**src/rtl/snail_pattern_pkg.sv**
```systemverilog
// Shared definitions for the snail pattern transmitter and the "01" recognizers.
// Latency: n/a (types and constants only).
// Backpressure: n/a.
// Contents: tx_state_t FSM encoding, IDLE_LEVEL line level, MARK_PATTERN frame marker.
package snail_pattern_pkg;

  typedef enum logic [2:0] {
    IDLE,
    SYNC,
    MARK,
    DATA,
    PARITY,
    STOP
  } tx_state_t;

  // Level held on the line between frames; a "01" recognizer never fires on it.
  localparam logic IDLE_LEVEL = 1'b1;

  // Marker the recognizers look for: [1] is the sync level, [0] the marker bit.
  localparam logic [1:0] MARK_PATTERN = 2'b01;

endpackage

```
**src/rtl/snail_shift_out.sv**
```systemverilog
// Load / shift-left register presenting its MSB, for MSB-first serializers.
// Latency: load and shift take effect at the next clk edge; msb_o is the registered MSB.
// Backpressure: none; the owner decides when to load or shift (load wins).
// Ports: clk, reset (async, active-high), load_i/data_i parallel load,
//        shift_i shift left by one with zero fill, msb_o current MSB.
module snail_shift_out #(
  parameter int W = 8
) (
  input  logic         clk,
  input  logic         reset,
  input  logic         load_i,
  input  logic         shift_i,
  input  logic [W-1:0] data_i,
  output logic         msb_o
);

  logic [W-1:0] sr_q;
  logic [W-1:0] sr_d;

  always_comb begin
    sr_d = sr_q;
    if (load_i) begin
      sr_d = data_i;
    end else if (shift_i) begin
      sr_d = sr_q << 1;
    end
  end

  always_ff @(posedge clk or posedge reset) begin
    if (reset) begin
      sr_q <= '0;
    end else begin
      sr_q <= sr_d;
    end
  end

  assign msb_o = sr_q[W-1];

endmodule

```
**src/rtl/snail_pattern_tx.sv**
```systemverilog
// Serializes parallel words into framed bits: SYNC_LEN x 0, marker 1, payload MSB-first, [parity], stop 1.
// Latency: first sync bit on tx_out the cycle after the accepting edge; frame is
//          SYNC_LEN+1+DATA_W+P+1 cycles. Backpressure: in_ready only in IDLE or STOP (back-to-back frames).
// Ports: clk, reset (async, active-high); in_valid/in_data/in_ready word input;
//        tx_out registered serial line; busy (state != IDLE); frame_done pulse in the STOP cycle.
// Optional feature: define SNAIL_PATTERN_TX_PARITY_EN to add an even-parity bit before STOP.
module snail_pattern_tx
  import snail_pattern_pkg::*;
#(
  parameter int DATA_W   = 8,
  parameter int SYNC_LEN = 2
) (
  input  logic              clk,
  input  logic              reset,
  input  logic              in_valid,
  input  logic [DATA_W-1:0] in_data,
  output logic              in_ready,
  output logic              tx_out,
  output logic              busy,
  output logic              frame_done
);

  localparam int MAX_LEN = (SYNC_LEN > DATA_W) ? SYNC_LEN : DATA_W;
  localparam int CNT_W   = $clog2(MAX_LEN + 1);
  localparam logic [CNT_W-1:0] SYNC_LAST = CNT_W'(SYNC_LEN - 1);
  localparam logic [CNT_W-1:0] DATA_LAST = CNT_W'(DATA_W - 1);

  tx_state_t        state_q, state_d;
  logic [CNT_W-1:0] cnt_q, cnt_d;
  logic             tx_out_q, tx_out_d;
  logic             xfer;
  logic             shift_en;
  logic             shift_msb;

`ifdef SNAIL_PATTERN_TX_PARITY_EN
  logic             parity_q;
`endif

  assign in_ready   = (state_q == IDLE) || (state_q == STOP);
  assign xfer       = in_valid & in_ready;
  assign busy       = (state_q != IDLE);
  assign frame_done = (state_q == STOP);
  assign tx_out     = tx_out_q;

  // Next-state logic and bit counter.
  always_comb begin
    state_d = state_q;
    cnt_d   = '0;
    case (state_q)
      IDLE: if (xfer) state_d = SYNC;
      SYNC: if (cnt_q == SYNC_LAST) state_d = MARK;
      MARK: state_d = DATA;
      DATA: begin
        if (cnt_q == DATA_LAST) begin
`ifdef SNAIL_PATTERN_TX_PARITY_EN
          state_d = PARITY;
`else
          state_d = STOP;
`endif
        end
      end
`ifdef SNAIL_PATTERN_TX_PARITY_EN
      PARITY: state_d = STOP;
`endif
      STOP: state_d = xfer ? SYNC : IDLE;
      default: state_d = IDLE;
    endcase

    // Counter only runs in the multi-cycle states and restarts on any state change,
    // so it tops out at SYNC_LEN-1 / DATA_W-1 and never wraps.
    if ((state_d == state_q) && ((state_q == SYNC) || (state_q == DATA))) begin
      cnt_d = cnt_q + CNT_W'(1);
    end
  end

  // The shifter presents the bit for the DATA cycle being entered and advances at
  // that same edge, so the next DATA cycle sees the following bit on its MSB.
  assign shift_en = (state_d == DATA);

  // tx_out is registered from the state being entered, which puts the first sync
  // bit on the line the cycle after the accepting edge.
  always_comb begin
    tx_out_d = IDLE_LEVEL;
    case (state_d)
      SYNC:   tx_out_d = MARK_PATTERN[1];
      MARK:   tx_out_d = MARK_PATTERN[0];
      DATA:   tx_out_d = shift_msb;
`ifdef SNAIL_PATTERN_TX_PARITY_EN
      PARITY: tx_out_d = parity_q;
`endif
      default: tx_out_d = IDLE_LEVEL;
    endcase
  end

  always_ff @(posedge clk or posedge reset) begin
    if (reset) begin
      state_q  <= IDLE;
      cnt_q    <= '0;
      tx_out_q <= IDLE_LEVEL;
    end else begin
      state_q  <= state_d;
      cnt_q    <= cnt_d;
      tx_out_q <= tx_out_d;
    end
  end

`ifdef SNAIL_PATTERN_TX_PARITY_EN
  // Even parity of the whole payload, captured with the word.
  always_ff @(posedge clk or posedge reset) begin
    if (reset) begin
      parity_q <= 1'b0;
    end else if (xfer) begin
      parity_q <= ^in_data;
    end
  end
`endif

  snail_shift_out #(
    .W (DATA_W)
  ) u_shift (
    .clk     (clk),
    .reset   (reset),
    .load_i  (xfer),
    .shift_i (shift_en),
    .data_i  (in_data),
    .msb_o   (shift_msb)
  );

endmodule
```
**config.mk**
```make
export PLATFORM = sky130hd
export DESIGN_NAME = snail_pattern_tx
export DESIGN_NICKNAME = d
export VERILOG_FILES = /design/src/rtl/snail_pattern_pkg.sv /design/src/rtl/snail_shift_out.sv /design/src/rtl/snail_pattern_tx.sv
export SDC_FILE = /design/constraint.sdc
export NUM_CORES = 1
export LEC_CHECK = 0
export CAP_MARGIN = 30
export CORE_MARGIN = 2
export CORE_UTILIZATION = 35
export DETAILED_ROUTE_END_ITERATION = 8
export PLACE_DENSITY_LB_ADDON = 0.15
export SYNTH_ARGS = -nofsm -noshare
export SYNTH_HDL_FRONTEND = slang
export SYNTH_SLANG_ARGS = --single-unit
```
**constraint.sdc**
```tcl
create_clock -name clk -period 1.7 [get_ports clk]
set_clock_uncertainty 0.05 [all_clocks]
set_input_delay 0.255 -clock clk [delete_from_list [all_inputs] [get_ports clk]]
set_output_delay 0.255 -clock clk [all_outputs]
set_load 0.02 [all_outputs]
```
# == Yosys cells after proc, flatten, opt, wreduce, memory -nomap -nowiden ==
# Cells that the tools add are included.
# totals
regBits,16
latchBits,0
mem_bits_rw,0
mem_bits_ro,0
out_inout_bits,4
elab_cells,30
memories,0
# classes
add_sub_neg,1
mul,0
div_mod_pow,0
magnitude_cmp,0
eq_ne,9
shift,0
muxes,9
bitwise,1
n_reduce_logical,6
# op_table
cell,n
8-bit two-way mux,2
3-bit one-hot mux with 5 select lines,1
3-bit by 2-bit == test with 1-bit output (second input constant),3
3-bit two-way mux,3
3-bit by 1-bit == test with 1-bit output (second input constant),2
4-bit by 1-bit adder with 4-bit output (second input constant),1
4-bit by 1-bit == test with 1-bit output (second input constant),1
4-bit by 3-bit == test with 1-bit output (second input constant),1
4-bit two-way mux,1
3-bit == test,1
3-bit == test (second input constant),1
3-bit logical NOT,1
3-bit nonzero test,1
1-bit logical OR,2
1-bit one-hot mux with 2 select lines,1
2-bit nonzero test,1
1-bit bitwise AND,1
1-bit logical AND,1
1-bit two-way mux,1

# == Longest topological paths before layout ==
# logic_depth
depth_word,8
ltp_mapped,6

# == Hierarchy ==
# Synthesis repeated with hierarchy kept, for this count alone.
# unflattened
cells_unflattened,85
hier_area_um2,848.3
# modules_own_cells
module,instances,cells_each,area_each_um2,seq_area_each_um2
snail_pattern_tx,1,50,475.5,201.4
snail_shift_out,1,35,372.9,200.2

# == Least setup slack after synthesis ==
# No wires, ideal clock.
# synth_path
path_type,register to output
from,register state_q[0]
to,output in_ready
t_arrival_ns,1.354
required_time_ns,1.395
slack_ns,0.041
path_stages_with_launch,4
path_buffers,0
cell_sequence,dfrtp_1 > inv_1 > nor3b_1 > nand2b_1
# synth_via
elab_chain_cells,2
elab_cells_between_ends,3
cone_classes,eq/ne: 1; reduce/logical: 2
# synth_rtl
element,line,rtl
from (decl),snail_pattern_tx.sv:28,"tx_state_t state_q, state_d;"
from (signal assigned),snail_pattern_tx.sv:101,state_q <= state_d;
3-bit == test,-,
net frame_done,snail_pattern_tx.sv:20,output logic frame_done
1-bit logical OR,snail_pattern_tx.sv:39,assign in_ready = (state_q == IDLE) || (state_q == STOP);
to (decl),snail_pattern_tx.sv:17,"output logic in_ready,"
# The timed path passes the listed nets, and every way through them passes these cells.

# == Final worst setup path ==
# layout_path
from,register state_q[1]
to,output frame_done
# layout_via
elab_chain_cells,1
# layout_rtl
element,line,rtl
3-bit == test,snail_pattern_tx.sv:42,assign frame_done = (state_q == STOP);
to (decl),snail_pattern_tx.sv:20,
# Every way passes these cells.

==> flow_summary.yaml <==
outcome:
  status: "finished, final reports clean"
flow_run:
  drv_cap: 0
critical_path:
  r2r_setup_slack_ns: 0.11
  cp-startpoint: "state_q[1]"
  crit_path_top_delay_cell: "dfrtp_1"
  worst-path-max-fanout: 6
  critPathKind: "flop to output port"
  cp-start-kind: "flop"
  arrival_ns: 1.29
  path_cells: "buf_4, nor3b_2, clkdlybuf4s15_2"
  crit_path_end_kind: "output port"
  cpPeakStageDelay_ns: 0.39
  reg2reg_from: "cnt_q[0]"
  required_ns: 1.39
final_layout:
  area_growth_pct: 30.0
  drive_gt1_share_pct: 22.1
  final_cell_area_sq_um: 1040
  nNetsFinal: 109
  fin_cells: 123
  antenna_cells: 0
clock_network:
  htreeDepth: 1
  cts_buffers: 3
  clk_latency_ns: 0.28
  cts_root_buf: "clkbuf_4"
  clockBufferDepth: 2
  clk_pin_slew_ns: 0.09
  cts_sinks: 16
  cts_tree: "built"
  post-cts-setup-buffers: 0
power_and_ir_drop:
  ir_drop_uv: 592
  pwr_density_cell_nw_per_um2: 1540
  p_leak_nw: 0.493
floorplanning:
  dieArea_sq_um: 2690
  die_h_um: 51.9
  core_area_sq_um: 2190
  initial_core_util_pct: 36.6
  pin_count: 15
  die_x_um: 51.9
  row_count: 17
placed_design:
  gp_congestion: 0.783
  port_buffers: 14
  dp_worst_setup_slack_ns: -0.124
  dp.cells: 119
  postPlaceCellArea_sq_um: 1010
  hpwlAfterDp_mm: 1.03
yosys:
  syn_inst: 73
  ys_warn_count: 0
  yosys_register_bits: 16
  synthArstFlopShare_pct: 100
  syn_area_sq_um: 802
  synth-edff-count: 0
  avgSynthCellArea_sq_um: 11.0
  synth_top_flop_cell: "dfrtp_1"
  ys_seq_area_share_pct: 50.1
  synth_cell_types: 26
  syn_nets: 86
detailed_routing:
  wl_per_cell_um: 11.0
  vias_per_cell: 4.79
  vias: 589
  dr.pass1.iters: 4
  antenna_left: 0
  totalWireLength_mm: 1.35
  drcViolationCount: 0
  drt_iter0_markers: 4
sta:
  timing.fmax_ghz: 0.625
  setup_tns_ns: 0
  rsz0062_at_grt: "false"
  final_max_slew_viol_count: 0
  period_share_pct: 94.1
  timing.slew.headroom_pct: 77.4
  setup_viol: 0
  final_hold_viol_count: 0
  worst_slew_pin_slew_ns: 0.335
  setup_ws_ns: 0.100
  finalCriticalPeriod_ns: 1.60
grt:
  grt_max_degree: 17
  grtUsageTotal_pct: 12.8
  grt_pass1_vias: 540
  grt_util_met2_pct: 22.2
  grt_pass1_wl_mm: 2.48
  grt_util_met1_pct: 14.3
  grtUsageMet3_pct: 2.59
  grt_busiest_layer: "met2"
  grt_antenna_before_repair: 0
  overflow: 0
worst_hold_path:
  hp-class: "input pin to asynchronous set/reset pin"
==> registers in the layout (all words and copies together) (netlist names) <==
signal and cells:
u_shift.sr_q 8, cnt_q 4, tx_out 1, state_q 3
==> layer usage <==
layer | wire, um | vias to the layer above
met2 | 762 | 10
met5 | 0 | -
li1 | - | 301
met3 | 51 | 2
met1 | 527 | 276
met4 | 10 | 0
==> through the flow <==
step / hold WS, ns / utilization, % / power, mW
floorplan: 0.118 / - / 1.20
global placement: 0.431 / 45.9 / 1.41
detailed placement: 0.441 / 45.9 / 1.43
CTS: 0.220 / 46.8 / 1.62
global route: 0.232 / 47.6 / 1.76
finish: 0.221 / 47.6 / 1.60
==> final timing paths <==
check,cells after the start,to
min in group clk,1,cnt_q[0]
max reg2reg,5,cnt_q[3]
min,3,cnt_q[3]
max,3,frame_done
max in group asynchronous,3,tx_out
min reg2reg,1,cnt_q[0]
==> repair_timing <==
item,in CTS,in global routing
hold buffers,0,0
resized for setup,14,4
setup endpoints to repair,4,3
cloned,0,0
==> layout make-up <==
| class | instances | area (sq um) |
|---|---|---|
| fill | 213 | 1150 |
| multi-input combinational | 50 | 379 |
| sequential | 16 | 402 |
| timing repair buffer | 20 | 181 |
| clock buffer | 4 | 26.3 |
| tap | 28 | 35.0 |
| inverter | 5 | 18.8 |
==> placed cells by master (no fill, tap or decap), drive strengths merged <==
cell,count
dfrtp,15
nor2,10
clkdlybuf4s50,10
a21oi,9
buf,8
mux2i,7
inv,5
nand2b,4
clkbuf,4
nor3b,3
nand3,2
ha,2
nand3b,2
o21ai,2
nand4b,1
nor4b,1
a2bb2oi,1
or4b,1
xnor2,1
or3b,1
a211o,1
or3,1
xor2,1
clkdlybuf4s15,1
dlygate4sd2,1
dfstp,1
==> cells by family (layout without fill, tap and decap cells) <==
logic type      after synthesis  after routing  share of synthesized area (%)
simple gates                 26             26                           21.1
flops                        16             16                           50.1
compound gates               13             13                           10.5
mux                           7              7                           8.74
buf+inv                       7             29                           4.37
fa+ha+maj                     2              2                           3.12
xor+xnor                      2              2                           2.18
==> synthesized netlist by cell type, drive strengths merged, types with 2 or more instances <==
cell    count  share of area (%)
buf         2                2.0
mux2i       7                8.7
nand2b      4                4.1
a21oi       9                5.6
inv         5                2.3
ha          2                3.1
nand3b      2                2.3
dfrtp      15                 47
nor3b       3                2.8
nor2       10                4.7
o21ai       2                2.7
nand3       2                1.2
==> worst max-delay path: cells and delay by family (launching register included) <==
kind | cells | cell delay, ns
and+or+nand+nor | 1 | 0.20
buffers and inverters | 2 | 0.43
DFF | 1 | 0.39
==> where the power goes <==
part	switching, mW	internal (mW)
sequential	0.0865	0.528
clock	0.111	0.0910
combinational	0.380	0.407
total	0.578	1.03
Note: power is estimated with default switching activity, not from simulation.
